==> src/rtl/lsu_mem_arbiter_pkg.sv <==
// +------------------------------------------------------------------+
// | Module  : lsu_mem_arbiter_pkg                                    |
// | Desc    : Shared size/state encodings for the LSU memory arbiter |
// | Rev     : 1.0  initial release                                   |
// +------------------------------------------------------------------+
`default_nettype none

package lsu_mem_arbiter_pkg;

  localparam logic [1:0] SIZE_B = 2'b00;
  localparam logic [1:0] SIZE_H = 2'b01;
  localparam logic [1:0] SIZE_W = 2'b10;

  typedef enum logic [1:0] {
    ARB_IDLE    = 2'd0,
    ARB_WAIT    = 2'd1,
    ARB_RELEASE = 2'd2
  } arb_state_e;

  function automatic logic is_misaligned(input logic [1:0] size, input logic [1:0] addr_lo);
    return ((size == SIZE_H) && addr_lo[0]) || ((size == SIZE_W) && (addr_lo != 2'b00));
  endfunction

endpackage

`default_nettype wire

==> src/rtl/lsu_byte_align.sv <==
// +------------------------------------------------------------------+
// | Module  : lsu_byte_align                                         |
// | Desc    : Byte-enable generation and store-data lane shifting    |
// | Rev     : 1.0  initial release                                   |
// +------------------------------------------------------------------+
`default_nettype none

module lsu_byte_align
  import lsu_mem_arbiter_pkg::*;
#(
  parameter int DATA_W = 32
) (
  input  logic [1:0]        size,
  input  logic [1:0]        addr_lo,
  input  logic [DATA_W-1:0] wdata,
  output logic [3:0]        be,
  output logic [DATA_W-1:0] wdata_sh
);

  // Enables past byte 3 fall off the 4-bit vector, so straddling halves are truncated.
  always_comb begin
    case (size)
      SIZE_B:  be = 4'b0001 << addr_lo;
      SIZE_H:  be = 4'b0011 << addr_lo;
      default: be = 4'b1111;
    endcase
  end

  assign wdata_sh = wdata << {addr_lo, 3'b000};

endmodule

`default_nettype wire

==> src/rtl/lsu_mem_arbiter.sv <==
// +------------------------------------------------------------------+
// | Module  : lsu_mem_arbiter                                        |
// | Desc    : Serialises the two LSU lanes onto one dmem port        |
// |           Optional: LSU_MISALIGN_TRAP_EN (misaligned-op trap)    |
// | Rev     : 1.0  initial release                                   |
// +------------------------------------------------------------------+
`default_nettype none

module lsu_mem_arbiter
  import lsu_mem_arbiter_pkg::*;
#(
  parameter int ADDR_W = 32,
  parameter int DATA_W = 32
) (
  input  logic              clock_i,
  input  logic              reset_n_i,
  input  logic              req0_i,
  input  logic              req1_i,
  input  logic              we0_i,
  input  logic              we1_i,
  input  logic [1:0]        size0_i,
  input  logic [1:0]        size1_i,
  input  logic [ADDR_W-1:0] addr0_i,
  input  logic [ADDR_W-1:0] addr1_i,
  input  logic [DATA_W-1:0] wdata0_i,
  input  logic [DATA_W-1:0] wdata1_i,
  output logic              dmem_req_o,
  output logic              dmem_we_o,
  output logic [ADDR_W-1:0] dmem_addr_o,
  output logic [3:0]        dmem_be_o,
  output logic [DATA_W-1:0] dmem_wdata_o,
  input  logic              dmem_gnt_i,
  input  logic              dmem_rvalid_i,
  input  logic [DATA_W-1:0] dmem_rdata_i,
  output logic [DATA_W-1:0] rdata0_o,
  output logic [DATA_W-1:0] rdata1_o,
  output logic              rvalid0_o,
  output logic              rvalid1_o,
`ifdef LSU_MISALIGN_TRAP_EN
  output logic              misalign0_o,
  output logic              misalign1_o,
`endif
  output logic              mem_stall_o
);

  arb_state_e r_state;
  logic       r_done0, r_done1;
  logic       r_ld0, r_ld1;
  logic       r_wait_lane;

  logic w_pend0, w_pend1, w_mis0, w_mis1;
  logic w_sel0, w_sel1, w_idle, w_issue;
  logic w_sel_we;
  logic [1:0]        w_sel_size;
  logic [ADDR_W-1:0] w_sel_addr;
  logic [DATA_W-1:0] w_sel_wdata;
  logic w_acc, w_store_done, w_load_go, w_rsp;
  logic w_done0_n, w_done1_n, w_ld0_n, w_ld1_n, w_all_done, w_to_release;

  assign w_pend0 = req0_i & ~r_done0;
  assign w_pend1 = req1_i & ~r_done1;

`ifdef LSU_MISALIGN_TRAP_EN
  logic r_mis0, r_mis1;
  logic w_mis0_n, w_mis1_n;
  assign w_mis0   = is_misaligned(size0_i, addr0_i[1:0]);
  assign w_mis1   = is_misaligned(size1_i, addr1_i[1:0]);
  assign w_mis0_n = r_mis0 | (w_idle & w_pend0 & w_mis0);
  assign w_mis1_n = r_mis1 | (w_idle & w_pend1 & w_mis1);
`else
  assign w_mis0 = 1'b0;
  assign w_mis1 = 1'b0;
`endif

  // A trapped lane never reaches the port, so the other lane may issue in the same cycle.
  assign w_sel0  = w_pend0 & ~w_mis0;
  assign w_sel1  = ~w_sel0 & w_pend1 & ~w_mis1;
  assign w_idle  = (r_state == ARB_IDLE);
  assign w_issue = w_idle & (w_sel0 | w_sel1);

  assign w_sel_we    = w_sel1 ? we1_i    : we0_i;
  assign w_sel_size  = w_sel1 ? size1_i  : size0_i;
  assign w_sel_addr  = w_sel1 ? addr1_i  : addr0_i;
  assign w_sel_wdata = w_sel1 ? wdata1_i : wdata0_i;

  lsu_byte_align #(.DATA_W(DATA_W)) u_align (
    .size     (w_sel_size),
    .addr_lo  (w_sel_addr[1:0]),
    .wdata    (w_sel_wdata),
    .be       (dmem_be_o),
    .wdata_sh (dmem_wdata_o)
  );

  assign dmem_req_o  = w_issue;
  assign dmem_we_o   = w_issue & w_sel_we;
  assign dmem_addr_o = {w_sel_addr[ADDR_W-1:2], 2'b00};
  assign mem_stall_o = (r_state != ARB_RELEASE) & (w_pend0 | w_pend1);

  assign w_acc        = w_issue & dmem_gnt_i;
  assign w_store_done = w_acc & w_sel_we;
  assign w_load_go    = w_acc & ~w_sel_we;
  assign w_rsp        = (r_state == ARB_WAIT) & dmem_rvalid_i;

  always_comb begin
    w_done0_n = r_done0;
    w_done1_n = r_done1;
    w_ld0_n   = r_ld0;
    w_ld1_n   = r_ld1;
    if (w_idle) begin
      if ((w_pend0 & w_mis0) | (w_store_done & w_sel0)) w_done0_n = 1'b1;
      if ((w_pend1 & w_mis1) | (w_store_done & w_sel1)) w_done1_n = 1'b1;
    end
    if (w_rsp) begin
      if (r_wait_lane) begin
        w_done1_n = 1'b1;
        w_ld1_n   = 1'b1;
      end else begin
        w_done0_n = 1'b1;
        w_ld0_n   = 1'b1;
      end
    end
  end

  // Finishing the last lane jumps straight to RELEASE so no idle bubble is added.
  assign w_all_done   = (w_done0_n | ~req0_i) & (w_done1_n | ~req1_i) & (req0_i | req1_i);
  assign w_to_release = (w_idle | w_rsp) & ~w_load_go & w_all_done;

  always_ff @(posedge clock_i or negedge reset_n_i) begin
    if (!reset_n_i) begin
      r_state     <= ARB_IDLE;
      r_done0     <= 1'b0;
      r_done1     <= 1'b0;
      r_ld0       <= 1'b0;
      r_ld1       <= 1'b0;
      r_wait_lane <= 1'b0;
      rdata0_o    <= '0;
      rdata1_o    <= '0;
      rvalid0_o   <= 1'b0;
      rvalid1_o   <= 1'b0;
`ifdef LSU_MISALIGN_TRAP_EN
      r_mis0      <= 1'b0;
      r_mis1      <= 1'b0;
      misalign0_o <= 1'b0;
      misalign1_o <= 1'b0;
`endif
    end else begin
      rvalid0_o <= w_to_release & w_ld0_n;
      rvalid1_o <= w_to_release & w_ld1_n;
`ifdef LSU_MISALIGN_TRAP_EN
      misalign0_o <= w_to_release & w_mis0_n;
      misalign1_o <= w_to_release & w_mis1_n;
`endif
      if (w_rsp && !r_wait_lane) rdata0_o <= dmem_rdata_i;
      if (w_rsp &&  r_wait_lane) rdata1_o <= dmem_rdata_i;

      if (r_state == ARB_RELEASE) begin
        r_done0 <= 1'b0;
        r_done1 <= 1'b0;
        r_ld0   <= 1'b0;
        r_ld1   <= 1'b0;
`ifdef LSU_MISALIGN_TRAP_EN
        r_mis0  <= 1'b0;
        r_mis1  <= 1'b0;
`endif
      end else begin
        r_done0 <= w_done0_n;
        r_done1 <= w_done1_n;
        r_ld0   <= w_ld0_n;
        r_ld1   <= w_ld1_n;
`ifdef LSU_MISALIGN_TRAP_EN
        r_mis0  <= w_mis0_n;
        r_mis1  <= w_mis1_n;
`endif
      end

      case (r_state)
        ARB_IDLE: begin
          if (w_load_go) begin
            r_state     <= ARB_WAIT;
            r_wait_lane <= w_sel1;
          end else if (w_to_release) begin
            r_state <= ARB_RELEASE;
          end
        end
        ARB_WAIT: begin
          if (w_rsp) r_state <= w_to_release ? ARB_RELEASE : ARB_IDLE;
        end
        ARB_RELEASE: r_state <= ARB_IDLE;
        default:     r_state <= ARB_IDLE;
      endcase
    end
  end

endmodule

`default_nettype wire

==> config.mk <==
export PLATFORM = sky130hd
export DESIGN_NAME = lsu_mem_arbiter
export DESIGN_NICKNAME = d
export VERILOG_FILES = /design/src/rtl/lsu_mem_arbiter_pkg.sv /design/src/rtl/lsu_byte_align.sv /design/src/rtl/lsu_mem_arbiter.sv
export SDC_FILE = /design/constraint.sdc
export NUM_CORES = 1
export LEC_CHECK = 0
export CAP_MARGIN = 0
export CORE_MARGIN = 2
export CORE_UTILIZATION = 33
export DETAILED_ROUTE_END_ITERATION = 6
export HOLD_SLACK_MARGIN = 0.1
export PLACE_DENSITY = 0.79
export SLEW_MARGIN = 0
export SYNTH_ARGS = -nofsm -noshare
export SYNTH_HDL_FRONTEND = slang
export SYNTH_HIERARCHICAL = 1
export SYNTH_SLANG_ARGS = --single-unit
==> constraint.sdc <==
create_clock -name clock_i -period 3.6 [get_ports clock_i]
set_input_delay 1.08 -clock clock_i [delete_from_list [all_inputs] [get_ports clock_i]]
set_output_delay 1.08 -clock clock_i [all_outputs]
set_load 0.03 [all_outputs]
==> results.txt, run 1 <==
The worst reg2reg path startpoint was r_state[0]. The floorplan step defined a die boundary enclosing 14700 um^2. Summed over all layers, the routed wires come to 17000 um.

The tools report the post-route DRC violation count as 0. dfrtp_1 takes more of the synthesized area than any other cell. Once detailed placement completed, the half-perimeter wirelength came to 13000 um. The detail route stage leaves a number of antenna-violating nets equal to 0. The count of hold-fix buffers inserted at cts came out at 0. Registers are responsible for 22.5% of the overall power. The flow ran to the end, but the final reports show violations. The mapped netlist covers 4530 um^2. For the final-report hold violation count, the log shows 0. The tools report the end of the worst register-to-register path as rvalid0_o. Max-slew violation count: 0. The power spent charging and discharging nets was 2630 uW; the final critical-path share of the clock period was 103%.

The final reports fail on setup timing. Input and output buffers added on the ports amount to 306. For the number of diodes, the log shows 0. Setup repair after global routing could not meet its margin everywhere. The logs give 857 for the count of nets after finishing and 2.63 ns for the data arrival time of the critical path. Clock-pin slew was measured on the worst setup and hold paths at 0.05 ns. The critical path in this run is classified as in -> out. For the worst setup path, the data required time is 2.52 ns. The per-cell routed wire length came out at 19.7 um. The initial antenna violation count is 0. Counting the buffers created by CTS gives 9. The sort of element at the start of the critical path was an input port. In this run, the clock network consumes 13.9% of the power.

Power density over the cells: 724 nW/um^2. The fraction of synthesized cell area taken by the top area cell type works out to 40.3%. Yosys instantiated no cell more often than dfrtp_1.

Sorting the synthesized cells by area gives the leading types as dfrtp_1 40%, mux2_1 18%, mux2_2 14%. Setup violations remaining at the end of the flow were counted as 22. The final setup slack of the worst path is -0.111 ns, and the number of synthesized flops with an enable pin is 0. The headroom to the max-slew limit was 39.5%; the fraction of synthesis flops using an asynchronous set or reset pin was 100%. In this run the core area contains 42 standard-cell rows. Of all nets on the critical path, the largest fanout is 7.

The tools report the initial core utilization as 33.9%. The final route contains 4115 vias. The first global-routing pass estimated 24800 um of wire. Buffer depth of the longest clock path: 2. At the placement stage, the worst setup path has a slack of -0.679 ns. Cell depth of the worst min-delay path: 1. The startpoint identified for the worst hold timing path is rdata0_o[11]. Most common flop cell mapped by yosys: dfrtp_1. Measured in cells, the most critical reg-to-reg path has a length of 5.

The slowest stage of the critical path belongs to the cell mux2_4. The worst hold endpoint is rdata0_o[11]. Entering global routing, the biggest net connects 74 pins. The first TritonRoute pass finished after 4 iterations. The slew at the pin closest to its max-slew limit is 0.908 ns. Max-cap violations in this run came to 0. In this run the mean area of a mapped cell was 12.3 um^2. Routability-driven placement finished with a final weighted congestion of 0.844. The largest voltage drop on the vdd net came out at 0.558 mV. In this run the number of H-tree levels came out at 3. After layout, the minimum clock period comes to 3.71 ns. Worst hold-check path type: reg -> reg. Buffer type at the clock tree root: clkbuf_16.

On the worst path, the slowest cell contributes a delay of 0.37 ns. Dividing the detail-routed via count by the number of cells gives 4.76. Power comes to 6350 uW. Global routing used 22.1% of the available tracks across all layers. By instance count, the cell type seen most on the critical path is buf_6.

The setup check on the worst reg-to-reg path leaves a slack of 1.88 ns. Global routing finished with a remaining overflow of 0. The horizontal extent of the die is 121 um. The post-synthesis cell count is 367, and the chip height is 121 um.

The synthesized design contains 73 register bits. The run gives 129 as the DRC violation total after the first TritonRoute iteration. In this run the static leakage power is 0.00370 uW. Area growth from synthesis to layout: 93.6%.

Share of post-route cells with drive strength above 1: 36.4%. For the final clock skew, the log shows 0.00335 ns. Traced cell by cell, the critical path runs through buf_6 -> nor2b_4 -> nand2_8 -> mux2_4 -> buf_12 -> buf_6 -> mux2i_4 -> mux2i_4 -> buf_6. The later pin in the worst-skew pair is clocked with a latency of 0.33 ns.

309 I/O pins were placed. The number of distinct library cells after synthesis is 36. Ranked by instance count, the synthesized netlist is headed by 73 x dfrtp_1, 72 x mux2_1, 58 x mux2_2.

In this run, the combinational gates consume 63.6% of the power. For this run, the register share of the synthesized area comes to 40.3%. TritonCTS built the clock tree. The run gives 3720 uW as the cell-internal power.

Switching power as a share of total power: 41.5%. The count of yosys warnings during synthesis was 6. The via count of the first global-routing pass came out at 4508. The core region area is 13300 um^2, and the achievable clock frequency is 0.269 GHz. The nature of the critical path endpoint is an output port. The clock sink total is 73.
[routing by layer]
| layer | up-vias | routed length [um] | track usage (%) | part of all wire, % |
|---|---|---|---|---|
| met5 | - | 0 | 0 | 0 |
| met4 | 0 | 294 | 6.82 | 1.7 |
| met3 | 20 | 1520 | 8.18 | 9.0 |
| met2 | 186 | 9010 | 40.5 | 53 |
| met1 | 1990 | 6170 | 23.4 | 36 |
| li1 | 1919 | - | - | - |
[stage by stage]
| stage | util (%) | std cells | cell area (um^2) | TNS [ns] | hold slack (ns) |
|---|---|---|---|---|---|
| 5_1_grt | 65.7 | 865 | 8770 | -2.33 | 0.504 |
| 6_report | 65.7 | 865 | 8770 | -1.14 | 0.481 |
| 3_3_place_gp | 60.5 | 838 | 8070 | -29.10 | 0.467 |
| 2_1_floorplan | - | 368 | 4890 | -1.17 | 0.460 |
| 4_1_cts | 64.9 | 861 | 8660 | -1.15 | 0.486 |
| 3_5_place_dp | 60.5 | 838 | 8070 | -31.51 | 0.474 |
[worst max-delay path by stage]
stage | end | slack [ns] | cells past startpoint | start
final | dmem_wdata_o[24] | -0.11 | 9 | req1_i
after global routing | dmem_wdata_o[24] | -0.14 | 9 | req1_i
after CTS | dmem_wdata_o[26] | -0.11 | 9 | req1_i
after detailed placement | dmem_be_o[2] | -0.68 | 8 | req1_i
after global placement | dmem_be_o[2] | -0.62 | 8 | req1_i
after floorplan | dmem_wdata_o[24] | -0.11 | 9 | req1_i
[power groups by stage]
stage / Combinational [uW] / Sequential [uW] / Clock (uW)
2_1_floorplan: 1530 / 2110 / 0
3_3_place_gp: 3770 / 1400 / 0
3_5_place_dp: 3810 / 1430 / 0
4_1_cts: 4000 / 1430 / 899
5_1_grt: 4220 / 1480 / 932
6_report: 4040 / 1430 / 882
[placed cells by master, fill, tap and decap left out, types with 2 or more instances in the layout]
cell type | Yosys | routed
mux2i_2 | 0 | 6
clkbuf_1 | 0 | 2
clkbuf_8 | 0 | 2
nor2_2 | 1 | 8
buf_4 | 39 | 68
buf_12 | 1 | 18
nand4b_1 | 2 | 2
conb_1 | 1 | 2
mux2_4 | 0 | 2
a31oi_1 | 2 | 2
nor2b_4 | 0 | 2
o2bb2ai_4 | 0 | 8
and2_1 | 8 | 6
buf_6 | 5 | 38
and2_4 | 0 | 2
a21o_1 | 2 | 2
mux2_2 | 58 | 57
inv_1 | 4 | 4
dfrtp_1 | 73 | 73
clkbuf_16 | 0 | 9
buf_2 | 10 | 2
clkdlybuf4s50_1 | 0 | 233
mux2i_1 | 33 | 12
nor2_1 | 14 | 6
o21ai_0 | 4 | 3
mux2i_4 | 0 | 15
a21oi_1 | 3 | 3
nor2b_1 | 7 | 5
mux2_1 | 72 | 71
[timing repair]
| item | CTS | global route |
|---|---|---|
| gates cloned | 2 | 0 |
| gates resized for setup | 52 | 23 |
| setup buffers | 7 | 5 |
| pin swaps | 2 | 3 |
| setup endpoints to repair | 68 | 31 |
[layout make-up]
cell class	count	area [um^2]
clock buffers	13	260
clock inverters	2	37.5
fillers	975	4580
inverters	4	15.0
multi-input cells	236	2730
flip-flops and latches	73	1830
well taps	176	220
repair buffers	361	3680
[registers in the layout, indices dropped and copies added, names as in the netlist]
| name | count |
|---|---|
| r_done0 | 1 |
| r_state | 2 |
| r_ld0 | 1 |
| r_done1 | 1 |
| r_wait_lane | 1 |
| r_ld1 | 1 |
| rvalid0_o | 1 |
| rdata0_o | 32 |
| rvalid1_o | 1 |
| rdata1_o | 32 |
[cells by family (layout without fill, tap and decap cells)]
group | count (synthesis) | count (layout) | synth area share, %
compound gates | 29 | 29 | 5.06
buf+inv | 59 | 380 | 9.59
flops | 73 | 73 | 40.3
mux | 163 | 163 | 39.6
other cells | 1 | 2 | 0.0828
simple gates | 42 | 42 | 5.31
[worst max-delay path, delay by kind of cell]
| kind | cells | cell delay, ns |
|---|---|---|
| buffers and inverters | 4 | 0.52 |
| AND/OR/NAND/NOR | 2 | 0.30 |
| multiplexers | 3 | 0.72 |
Note: power is estimated with default switching activity, not from simulation.
==> run 2: changes to the inputs <==
CAP_MARGIN = 20   (was 0)
==> results of run 2 <==
Same layout as run 1: the final DEF is identical, and so are final timing and power.
==> run 3: changes to the inputs <==
clock period = 3 ns   (was 3.6 ns; I/O delays follow)
==> results.txt, run 3 (synthesized netlist as in run 1, its figures left out) <==
The flow ran to the end, but the final reports show violations. The checks that failed: setup timing. The tools report the antenna violation net count after detailed routing as 0 (unchanged). Maximum fanout along the worst path: 6 (-1). For the leakage dissipation, the log shows 0.00373 uW (+0.86%). The per-cell routed wire length works out to 20.8 um (+5.8%).

Total number of vias: 4245 (+3.2%). The tools report the start point of the critical path as req1_i. In this run the worst setup path terminates at dmem_wdata_o[19]. The number of cell instances on the worst register-to-register path is 3 (-2). The tools report the data arrival time of the critical path as 2.50 ns (-0.13 ns).

The overall overflow remaining after global route came out at 0 (unchanged). The core region area was 13300 um^2 (unchanged). For the initial core utilization, the log shows 33.9% (unchanged). The slew at the pin closest to its max-slew limit came out at 0.630 ns (-0.278 ns).

For the count of TritonRoute iterations in the first routing pass, the log shows 4 (unchanged). Setup repair after global routing could not meet its margin everywhere. The final wirelength is 18000 um (+6.1%).

The tools report the row count as 42 (unchanged). Chip height: 121 um (unchanged). The tools report the post-route DRC violation count as 0 (unchanged). The logs give 0 (unchanged) for the max-slew violation count and 0.863 (+2.3%) for the global placer's final weighted congestion. Buffer depth of the longest clock path: 2 (unchanged). The horizontal extent of the die works out to 121 um (unchanged). The number of placed instances, taps included came out at 837 (-0.12%). The worst register-to-register path begins at r_state[1]. For the via count of the first global-routing pass, the log shows 4774 (+5.9%).

The final-report setup violation count is 36 (+64%), and the clock sink total is 73 (unchanged). The per-cell via count in the routed design was 4.90 (+2.9%); the clock buffer count from CTS was 9 (unchanged). Final critical-path share of the clock period: 113%.

The final-report hold violation count was 0 (unchanged). Final design utilization: 65.9% (+0.17 points). The logs give 0.763 mV (+37%) for the largest voltage drop on the vdd net and 14700 um^2 (unchanged) for the die outline area. The largest registers in the layout are rdata0_o: 32 flops, rdata1_o: 32 flops, r_state: 2 flops.

The worst setup path is launched from an input port. TritonCTS built the clock tree. For the slack of the worst reg-to-reg path, the log shows 1.42 ns (-0.46 ns).

The worst hold-check path type is reg -> reg. The tools report the nature of the critical path endpoint as an output port. The root buffer cell chosen for the clock tree is clkbuf_16. The total power was 7610 uW (+20%). Final non-filler cell total: 867 (+0.23%). The count of fill cells added during filler insertion was 957 (-1.8%); the register cell area after layout was 1830 um^2 (unchanged).

The count of hold-fix buffers inserted at cts was 0 (unchanged); the first-pass GRT wire length was 25500 um (+3.2%). The kind of critical path is in -> out. The logs give 0.00539 ns (+0.00204 ns) for the final clock skew and 22.5% (+0.44 points) for the overall global routing resource usage.

The count of maximum capacitance violations is 0 (unchanged), and the clock-pin slew on the worst setup and hold paths is 0.06 ns (about the same). The multi-input logic area was 2790 um^2 (+2.2%); the power density over the cells was 866 nW/um^2 (+20%). The final setup slack of the worst path was -0.398 ns (-0.287 ns).

The initial antenna violation count was 1 (+1). The achievable clock frequency is 0.294 GHz, and the largest net degree at the start of global routing is 49 (-34%). The share of post-route cells with drive strength above 1 is 38.1% (+1.7 points). The headroom to the max-slew limit came out at 58.0% (+19 points). The insertion delay of the later-clocked pin in the worst-skew pair was 0.33 ns (about the same).

The critical path required time came out at 2.10 ns (-0.42 ns). Count of pins on the block boundary: 309 (unchanged). The most common cell after layout, fill and taps aside is clkdlybuf4s50_1.

The DRC violation total after the first TritonRoute iteration is 196 (+52%), and the count of nets after finishing is 857 (unchanged). The clock period minus final worst setup slack was 3.40 ns. For the half-perimeter wire length after placement, the log shows 12800 um (-1.4%).

Relative to the synthesized area, the layout overhead comes to 94.1%. The endpoint identified for the worst register-to-register timing path is rdata0_o[19]. The number of I/O port buffers is 306 (unchanged). In the layout the commonest cells are 232 x clkdlybuf4s50_1, 73 x dfrtp_1, 70 x buf_4. Level count of the clock H-tree: 3 (unchanged).
run 3: cell types whose count changed in the layout (fill, tap and decap cells not counted), moves of 3 or more:
cell	change
mux2_4	+4
mux2_1	-4
nor2_2	-3
and2_1	-6
and2_4	+6
buf_12	-7
run 3: per-layer routing:
metal | vias to the layer above | part of all wire [%] | wire length, um | GRT usage [%]
met5 | - | 0 | 0 | 0
met4 | 0 | 5.1 | 912 | 11.3
met3 | 51 | 10 | 1820 | 8.51
met2 | 214 | 50 | 9060 | 40.0
met1 | 2061 | 35 | 6250 | 23.0
li1 | 1919 | - | - | -
run 3: per-stage QoR:
stage                     cell area, um^2  hold WS [ns]  TNS (ns)  setup WS [ns]
after floorplan                      4910         0.460     -9.48         -0.348
after CTS                            8680         0.491    -10.10         -0.361
after detailed placement             7980         0.478    -49.95          -1.15
final                                8790         0.488    -11.43         -0.398
after global placement               7980         0.466    -48.62          -1.11
after global routing                 8790         0.504    -12.80         -0.436
run 3: how the worst min path moves through the flow:
stage	to	cells after the start	slack, ns	start
global route	rdata0_o[12]	1	0.50	rdata0_o[12]
global placement	rdata0_o[2]	1	0.47	rdata0_o[2]
finish	rdata1_o[16]	1	0.49	rdata1_o[16]
floorplan	r_ld0	2	0.46	r_ld0
CTS	rdata0_o[3]	1	0.49	rdata0_o[3]
detailed placement	rdata0_o[12]	1	0.48	rdata0_o[12]
run 3: power breakdown:
group / internal [uW] / leakage, uW / switching [uW] / total [uW]
combinational: 2330 / 0.00269 / 2550 / 4890
sequential: 1450 / 0.000902 / 258 / 1710
clock: 625 / 0.000145 / 397 / 1020
total: 4410 / 0.00373 / 3210 / 7610
run 3: cell type report:
cell class              instances  area share [%]
multi-input cells             236            31.7
diodes                          1          0.0285
well taps                     176            2.51
clock buffers                  12            3.03
flip-flops and latches         73            20.8
repair buffers                361            41.5
clock inverters                 4           0.299
inverters                       4           0.171
run 3: critical path: stages:
cell,delay [ns]
buf_6,0.07
nor2b_4,0.20
nand2_8,0.10
mux2_4,0.41
buf_4,0.18
mux2i_4,0.19
buf_4,0.15
o2bb2ai_4,0.15
buf_6,0.15
run 3: timing repair:
item / 4_1_cts / 5_1_grt
cloned: 2 / 1
endpoints found under the setup margin: 69 / 36
pin swaps: 13 / 8
resized for setup: 93 / 19
setup buffers: 7 / 3
